$ cat config.mk
export PLATFORM = sky130hd
export DESIGN_NAME = hazard_unit
export DESIGN_NICKNAME = d
export VERILOG_FILES = /design/src/rtl/hazard_pkg.sv /design/src/rtl/fwd_select.sv /design/src/rtl/hazard_unit.sv
export SDC_FILE = /design/constraint.sdc
export NUM_CORES = 1
export LEC_CHECK = 0
export CELL_PAD_IN_SITES_DETAIL_PLACEMENT = 0
export CELL_PAD_IN_SITES_GLOBAL_PLACEMENT = 2
export CORE_ASPECT_RATIO = 1.25
export CORE_MARGIN = 2
export CORE_UTILIZATION = 28
export DETAILED_ROUTE_END_ITERATION = 10
export PLACE_DENSITY = 0.94
export SYNTH_ARGS = -nofsm -noshare
export SYNTH_HDL_FRONTEND = slang
export SYNTH_SLANG_ARGS = --single-unit
$ cat constraint.sdc
create_clock -name clk -period 7.6 [get_ports clk]
set_input_delay 1.52 -clock clk [delete_from_list [all_inputs] [get_ports clk]]
set_output_delay 1.52 -clock clk [all_outputs]
set_load 0.01 [all_outputs]
$ cat src/rtl/hazard_pkg.sv
// Shared types and defaults for the pipeline hazard controller.
package hazard_pkg;

  localparam int REG_W_DEF = 5;
  localparam int CNT_W_DEF = 16;

  typedef enum logic [1:0] {
    FWD_RF  = 2'b00,
    FWD_WB  = 2'b01,
    FWD_MEM = 2'b10
  } fwd_sel_t;

  typedef enum logic {
    RUN     = 1'b0,
    MEMWAIT = 1'b1
  } hz_state_t;

endpackage

$ cat src/rtl/fwd_select.sv
// Execute-stage operand forwarding select for one source register.
module fwd_select
  import hazard_pkg::*;
#(
  parameter int REG_W = REG_W_DEF
) (
  input  logic [REG_W-1:0] src,
  input  logic [REG_W-1:0] writeregM,
  input  logic             regwriteM,
  input  logic [REG_W-1:0] writeregW,
  input  logic             regwriteW,
  output fwd_sel_t         sel
);

  // Memory stage holds the younger result, so it wins over writeback.
  always_comb begin
    sel = FWD_RF;
    if ((src != '0) && (src == writeregM) && regwriteM) begin
      sel = FWD_MEM;
    end else if ((src != '0) && (src == writeregW) && regwriteW) begin
      sel = FWD_WB;
    end
  end

endmodule

$ cat src/rtl/hazard_unit.sv
// Forwarding, load-use/branch stall, data-memory freeze and stall/flush counters
// for the five-stage MIPS pipeline.
module hazard_unit
  import hazard_pkg::*;
#(
  parameter int REG_W = REG_W_DEF,
  parameter int CNT_W = CNT_W_DEF
) (
  input  logic             clk,
  input  logic             reset,
  input  logic [REG_W-1:0] rsD,
  input  logic [REG_W-1:0] rtD,
  input  logic [REG_W-1:0] rsE,
  input  logic [REG_W-1:0] rtE,
  input  logic [REG_W-1:0] writeregE,
  input  logic [REG_W-1:0] writeregM,
  input  logic [REG_W-1:0] writeregW,
  input  logic             regwriteE,
  input  logic             regwriteM,
  input  logic             regwriteW,
  input  logic             memtoregE,
  input  logic             memtoregM,
  input  logic             memwriteM,
  input  logic             branchD,
  input  logic             dmem_ready,
  output logic [1:0]       forwardAE,
  output logic [1:0]       forwardBE,
  output logic             forwardAD,
  output logic             forwardBD,
  output logic             stallF,
  output logic             stallD,
  output logic             stallE,
  output logic             stallM,
  output logic             flushE,
  output logic [CNT_W-1:0] stall_cnt,
  output logic [CNT_W-1:0] flush_cnt
);

  fwd_sel_t   fwd_a;
  fwd_sel_t   fwd_b;
  logic       lwstall;
  logic       brstall;
  logic       mem_busy;
  hz_state_t  state_q;
  hz_state_t  state_d;
  logic [CNT_W-1:0] stall_cnt_q;
  logic [CNT_W-1:0] stall_cnt_d;
  logic [CNT_W-1:0] flush_cnt_q;
  logic [CNT_W-1:0] flush_cnt_d;

  fwd_select #(.REG_W(REG_W)) u_fwd_a (
    .src       (rsE),
    .writeregM (writeregM),
    .regwriteM (regwriteM),
    .writeregW (writeregW),
    .regwriteW (regwriteW),
    .sel       (fwd_a)
  );

  fwd_select #(.REG_W(REG_W)) u_fwd_b (
    .src       (rtE),
    .writeregM (writeregM),
    .regwriteM (regwriteM),
    .writeregW (writeregW),
    .regwriteW (regwriteW),
    .sel       (fwd_b)
  );

  assign forwardAE = fwd_a;
  assign forwardBE = fwd_b;
  assign forwardAD = (rsD != '0) && (rsD == writeregM) && regwriteM;
  assign forwardBD = (rtD != '0) && (rtD == writeregM) && regwriteM;

  assign lwstall = memtoregE && ((rtE == rsD) || (rtE == rtD));

  // Branch compares in decode, so an ALU result still in E or a load in M is not yet forwardable.
  assign brstall = branchD &&
    ((regwriteE && (writeregE != '0) && ((writeregE == rsD) || (writeregE == rtD))) ||
     (memtoregM && (writeregM != '0) && ((writeregM == rsD) || (writeregM == rtD))));

  assign mem_busy = (memtoregM || memwriteM) && !dmem_ready;

  always_comb begin
    state_d = state_q;
    case (state_q)
      RUN:     if (mem_busy) state_d = MEMWAIT;
      MEMWAIT: if (dmem_ready) state_d = RUN;
      default: state_d = RUN;
    endcase
  end

  // A memory freeze holds every stage and suppresses the hazard bubble.
  always_comb begin
    stallF = 1'b0;
    stallD = 1'b0;
    stallE = 1'b0;
    stallM = 1'b0;
    flushE = 1'b0;
    if ((state_q == MEMWAIT) || mem_busy) begin
      stallF = 1'b1;
      stallD = 1'b1;
      stallE = 1'b1;
      stallM = 1'b1;
    end else begin
      stallF = lwstall || brstall;
      stallD = lwstall || brstall;
      flushE = lwstall || brstall;
    end
  end

  always_ff @(posedge clk or posedge reset) begin
    if (reset) begin
      state_q <= RUN;
    end else begin
      state_q <= state_d;
    end
  end

  always_comb begin
    stall_cnt_d = stall_cnt_q;
    flush_cnt_d = flush_cnt_q;
    if (stallF && (stall_cnt_q != '1)) stall_cnt_d = stall_cnt_q + CNT_W'(1);
    if (flushE && (flush_cnt_q != '1)) flush_cnt_d = flush_cnt_q + CNT_W'(1);
  end

  always_ff @(posedge clk or posedge reset) begin
    if (reset) begin
      stall_cnt_q <= '0;
    end else begin
      stall_cnt_q <= stall_cnt_d;
    end
  end

  always_ff @(posedge clk or posedge reset) begin
    if (reset) begin
      flush_cnt_q <= '0;
    end else begin
      flush_cnt_q <= flush_cnt_d;
    end
  end

  assign stall_cnt = stall_cnt_q;
  assign flush_cnt = flush_cnt_q;

endmodule
==> results of run 1 <==
[where the power goes]
part	total (mW)	switching [mW]	leakage, nW	internal [mW]
logic	0.224	0.0960	0.805	0.128
clock network	0.130	0.0661	0.0450	0.0635
registers	0.250	0.0428	0.435	0.207
total	0.604	0.205	1.29	0.399
[cell families after synthesis]
family / after synthesis
AND/OR/NAND/NOR: 108
buffers and inverters: 17
AO/OA/AOI/OAI: 20
XOR/XNOR: 74
flip-flops: 33
multiplexers: 4
adder cells (fa/ha/maj): 2
[state kept, by name, indices dropped and copies added, names as in the netlist]
name,count
stall_cnt,16
flush_cnt,16
state_q,1
[layer usage]
| layer | wire length [um] | vias up |
|---|---|---|
| met5 | 0 | - |
| met4 | 73 | 0 |
| met3 | 516 | 6 |
| met2 | 3230 | 88 |
| met1 | 2840 | 1020 |
| li1 | - | 1045 |
[worst paths after layout]
check / startpoint / end / cells after the start
setup / recovery: writeregM[2] / stallD / 6
hold / removal: flush_cnt[9] / flush_cnt[9] / 1
setup reg to reg: stall_cnt[5] / stall_cnt[1] / 6
hold reg to reg: flush_cnt[9] / flush_cnt[9] / 1
max in group asynchronous: reset / flush_cnt[7] / 3
min in group asynchronous: reset / flush_cnt[2] / 3
[Yosys cell counts (3+ instances only)]
cell      instances
xor2_1           21
nor3_1            8
clkbuf_1          3
nand2_1          21
or4_1             4
nand4_1          13
o21ai_0           3
and3_1            5
buf_2             5
nand3_1          16
nor2_1           24
xnor2_1          53
nor4_1            4
a21oi_1           4
dfrtp_1          33
buf_6             3
[area by class of cell]
class | instances | area, um2
fillers | 795 | 4840
multi-input cells | 208 | 1440
repair buffers | 88 | 878
flip-flops and latches | 33 | 826
well taps | 97 | 121
clock buffers | 6 | 72.6
clock inverters | 2 | 10.0
inverters | 2 | 7.51
[per-stage QoR]
step           hold WS (ps)  cells  utilization (%)  instance area, um2  setup slack [ps]
6_report                484    436             40.9                3350              2100
5_1_grt                 522    436             40.9                3350              1990
4_1_cts                 487    436             40.9                3350              2070
3_5_place_dp            477    428             39.9                3270              2080
3_3_place_gp            476    428             39.9                3270              2100
2_1_floorplan           459    258                -                2360              3050
[cells in the final DEF (no fill, tap or decap), drive strengths merged, types with 2 or more instances in the layout]
master,instances
a21oi,6
ha,2
or3,2
or2,2
xnor2,53
nand2,21
clkinv,2
nand3,16
nor2,24
and4,2
o22ai,2
nand4,14
nor3,8
a31oi,2
o21ai,4
inv,2
clkbuf,6
nor4,4
xor2,21
and3,6
clkdlybuf4s50,87
dfrtp,33
mux2,3
or4,5
[worst max-delay path, stage by stage]
cell and delay, ps:
clkdlybuf4s50_1 560, or4_4 570, o211ai_2 160, a21oi_2 90, or3_1 540, clkdlybuf4s50_1 550
==> run summary, run 1 <==
Routed wire length: 6660 um
GRT Total Usage: 14.7%
Worst EP required: 6080 ps
Met2 GRT Util: 24.9%
Crit Path Category: in -> out
GPL Wtd Cong: 0.890
Cells after Synth: 258
Bufs on Longest Clock Path: 2
Root buffer selected by CTS: clkbuf_8
Run status: complete, no violations
Post-synthesis cell type count: 44
Worst Hold Class: reg -> reg
Syn Std Cell Area: 2360 um2
Number of vias per cell: 4.95
Worst VDD drop: 183 uV
Post-synthesis simple-gate area fraction: 24.1%
Postcts setup bufs: 0
Largest net degree at the start of global routing: 34
Clk slew on worst S/H paths: 70 ps
First-pass GRT wire length: 10900 um
Relative slew slack: 59.3%
Largest fanout on the critical path: 9
Final TNS setup: 0 ps
Layout cells sized above 1: 5.90%
CP arrival: 3980 ps
Power density cells: 180 nW/um2
Die height: 107 um
DR vias: 2159
Core Box Area: 8190 um2
Worst Max-Slew Pin Slew: 609 ps
Vias in the first global route: 2255
Met1 GRT Util: 18.8%
CTS Sinks: 33
Layout area overhead: 41.8%
Flops & latches, synth: 33
Worst Clk Skew: 8.03 ps
Max_cap viols: 0
Top post-synthesis cells by area: dfrtp_1 35%, xnor2_1 20%, xor2_1 7.8%
Post-DP HPWL: 5090 um
Drt pass-1 iters: 4
Initial DRC count: 52
Sequential element share of the synthesized area: 34.9%
Fin nets: 385
Overall Power: 0.604 mW
Synth area leader: dfrtp_1
WL per Instance: 15.3 um
Post-Synth XOR/XNOR Area: 27.4%
Final setup viols: 0
Die Wd: 86.2 um
Post-synthesis async set-or-reset flop share: 100%
CTS buffer count: 5
Remaining DRCs: 0
Hold_buf cts: 0
Post-synth EDFFs: 0
Peak Freq: 182 MHz
Mux cell area share after synthesis: 2.01%
Post-DRT Antenna Nets: 0
Cell row count: 37
Main combinational cell family by area after synthesis: XOR/XNOR gates
Reported leakage power: 1.29 nW
Compound-cell area share of the yosys netlist: 6.09%
CTS tree: built
Synth Net Count: 305
Starting Density: 28.8%
Average cell area after synthesis: 9.16 um2
Synth warnings: 0
Synth Flop Type: dfrtp_1
H-tree depth: 2
Initial antenna violation count: 0
Gr busiest metal: met2
CP Capture Type: output pin
Fin. max-slew vios: 0
RSZ-0062 raised after global routing: no
# diodes: 0
GR Layer Usage met3: 2.85%
Latest clock arrival within the worst-skew pair: 290 ps
Hold Vio Cnt, Final: 0
Flop2flop setup slack: 5530 ps
GRT Residual Overflow: 0
DIE AREA: 9200 um2
Port Buffers: 87
Post-cts sizing count: 0
Top-area cell type share of the netlist area: 34.9%
Tmin final: 5500 ps
Ports: 88
Post-Synth Adder-Cell Area: 1.06%
Fin crit share: 72.4%
Setup crit start kind: input pin
Note: power is estimated with default switching activity, not from simulation.
==> inputs of run 2 (changes only) <==
CORE_UTILIZATION = 26   (was 28)
PLACE_DENSITY = 0.88   (was 0.94)
clock period = 5.35 ns   (was 7.6 ns; I/O delays follow)
==> run summary, run 2 (same netlist as run 1, synthesis figures left out) <==
Number of vias per cell: 4.71
GRT Total Usage: 13.7%
WL per Instance: 14.5 um
# diodes: 0
Hold_buf cts: 0
Relative slew slack: 69.3%
Initial antenna violation count: 0
Worst VDD drop: 231 uV
Latest clock arrival within the worst-skew pair: 290 ps
DIE AREA: 9870 um2
Drt pass-1 iters: 4
Worst Hold Class: reg -> reg
Root buffer selected by CTS: clkbuf_8
Power density cells: 253 nW/um2
Layout area overhead: 43.5%
Starting Density: 27.0%
NetSw: 0.280 mW
Final setup viols: 0
Postcts setup bufs: 0
Worst Clk Skew: 6.55 ps
Fin nets: 386
Hold Vio Cnt, Final: 0
DR vias: 2160
CP Capture Type: output pin
Setup crit start kind: input pin
Met3 Wirelength: 501 um
Reported leakage power: 1.29 nW
CP arrival: 3550 ps
CTS Sinks: 33
Largest net degree at the start of global routing: 34
Worst EP required: 4280 ps
Int Power: 0.579 mW
Core Box Area: 8750 um2
CTS tree: built
Worst Max-Slew Pin Slew: 457 ps
Largest fanout on the critical path: 9
Wl on met1: 2880 um
GPL Wtd Cong: 0.861
Post-cts sizing count: 0
Switching share of power: 32.6%
Wire length on met2: 3100 um
Run status: complete, no violations
Bufs on Longest Clock Path: 2
Post-DP HPWL: 5090 um
Final TNS setup: 0 ps
H-tree depth: 2
GRT Residual Overflow: 0
Clk slew on worst S/H paths: 70 ps
Commonest non-fill, non-tap cell in the layout: clkdlybuf4s50_1
CTS buffer count: 5
Post-DRT Antenna Nets: 0
RSZ-0062 raised after global routing: no
Sequential Power Share: 41.0%
Crit Path Category: in -> out
Initial DRC count: 44
Port Buffers: 87
Die Wd: 89.3 um
Routed wire length: 6640 um
Fin util: 38.8%
Multi-input gate area: 1440 um2
Logic pwr share: 37.0%
Max_cap viols: 0
First-pass GRT wire length: 10900 um
Fin. max-slew vios: 0
Most frequent cells in the layout: 87 x clkdlybuf4s50_1, 53 x xnor2_1, 33 x dfrtp_1
Peak Freq: 217 MHz
Die height: 111 um
Layout cells sized above 1: 5.90%
Remaining DRCs: 0
Fill count: 907
DR top layer: met4
Clock share of power: 22.0%
Vias in the first global route: 2252
Ports: 88
Tmin final: 4620 ps
Cell row count: 38
Overall Power: 0.859 mW
Fin crit share: 86.3%
Reg area: 826 um2
run 2: changes by cell type in the layout (fill, tap and decap cells not counted):
cell      delta
buf_4        +1
clkbuf_8     +1
clkinv_2     -2
run 2: worst max-delay path: stages:
cell             delay [ps]
clkdlybuf4s50_1         540
or4_4                   580
o211ai_2                160
a21oi_2                  90
or3_1                   550
clkdlybuf4s50_1         560
run 2: layout make-up:
type / count / area share [%]
flip-flops and latches: 33 / 24.4
inverters: 2 / 0.221
repair buffers: 89 / 26.1
well taps: 120 / 4.43
multi-input cells: 208 / 42.3
clock buffers: 7 / 2.55
run 2: power groups by stage:
stage	combinational, mW	sequential (mW)	clock [mW]
after global routing	0.345	0.359	0.209
after floorplan	0.143	0.366	0
after CTS	0.321	0.352	0.197
final	0.317	0.352	0.189
after global placement	0.317	0.356	0
after detailed placement	0.318	0.355	0
run 2: layer usage:
metal | track usage [%] | up-vias
li1 | - | 1045
met1 | 17.0 | 1013
met2 | 22.7 | 87
met3 | 3.44 | 15
met4 | 4.88 | 0
met5 | 0 | -
run 2: through the flow:
stage	hold slack (ps)	worst slack [ps]	instance area (um2)	cells
final	495	735	3390	459
after global routing	514	514	3390	459
after CTS	494	701	3390	459
after detailed placement	481	714	3300	452
after global placement	475	731	3300	452
after floorplan	459	1700	2360	258
run 2: final timing paths:
| path | startpoint | end | slack, ps | depth (start not counted) |
|---|---|---|---|---|
| setup / recovery | writeregM[1] | stallF | 730 | 6 |
| hold / removal | stall_cnt[11] | stall_cnt[11] | 500 | 1 |
| setup reg to reg | stall_cnt[5] | stall_cnt[1] | 3280 | 6 |
| hold reg to reg | stall_cnt[11] | stall_cnt[11] | 500 | 1 |
| max in group asynchronous | reset | stall_cnt[14] | 3860 | 3 |
| min in group asynchronous | reset | stall_cnt[3] | 1180 | 3 |
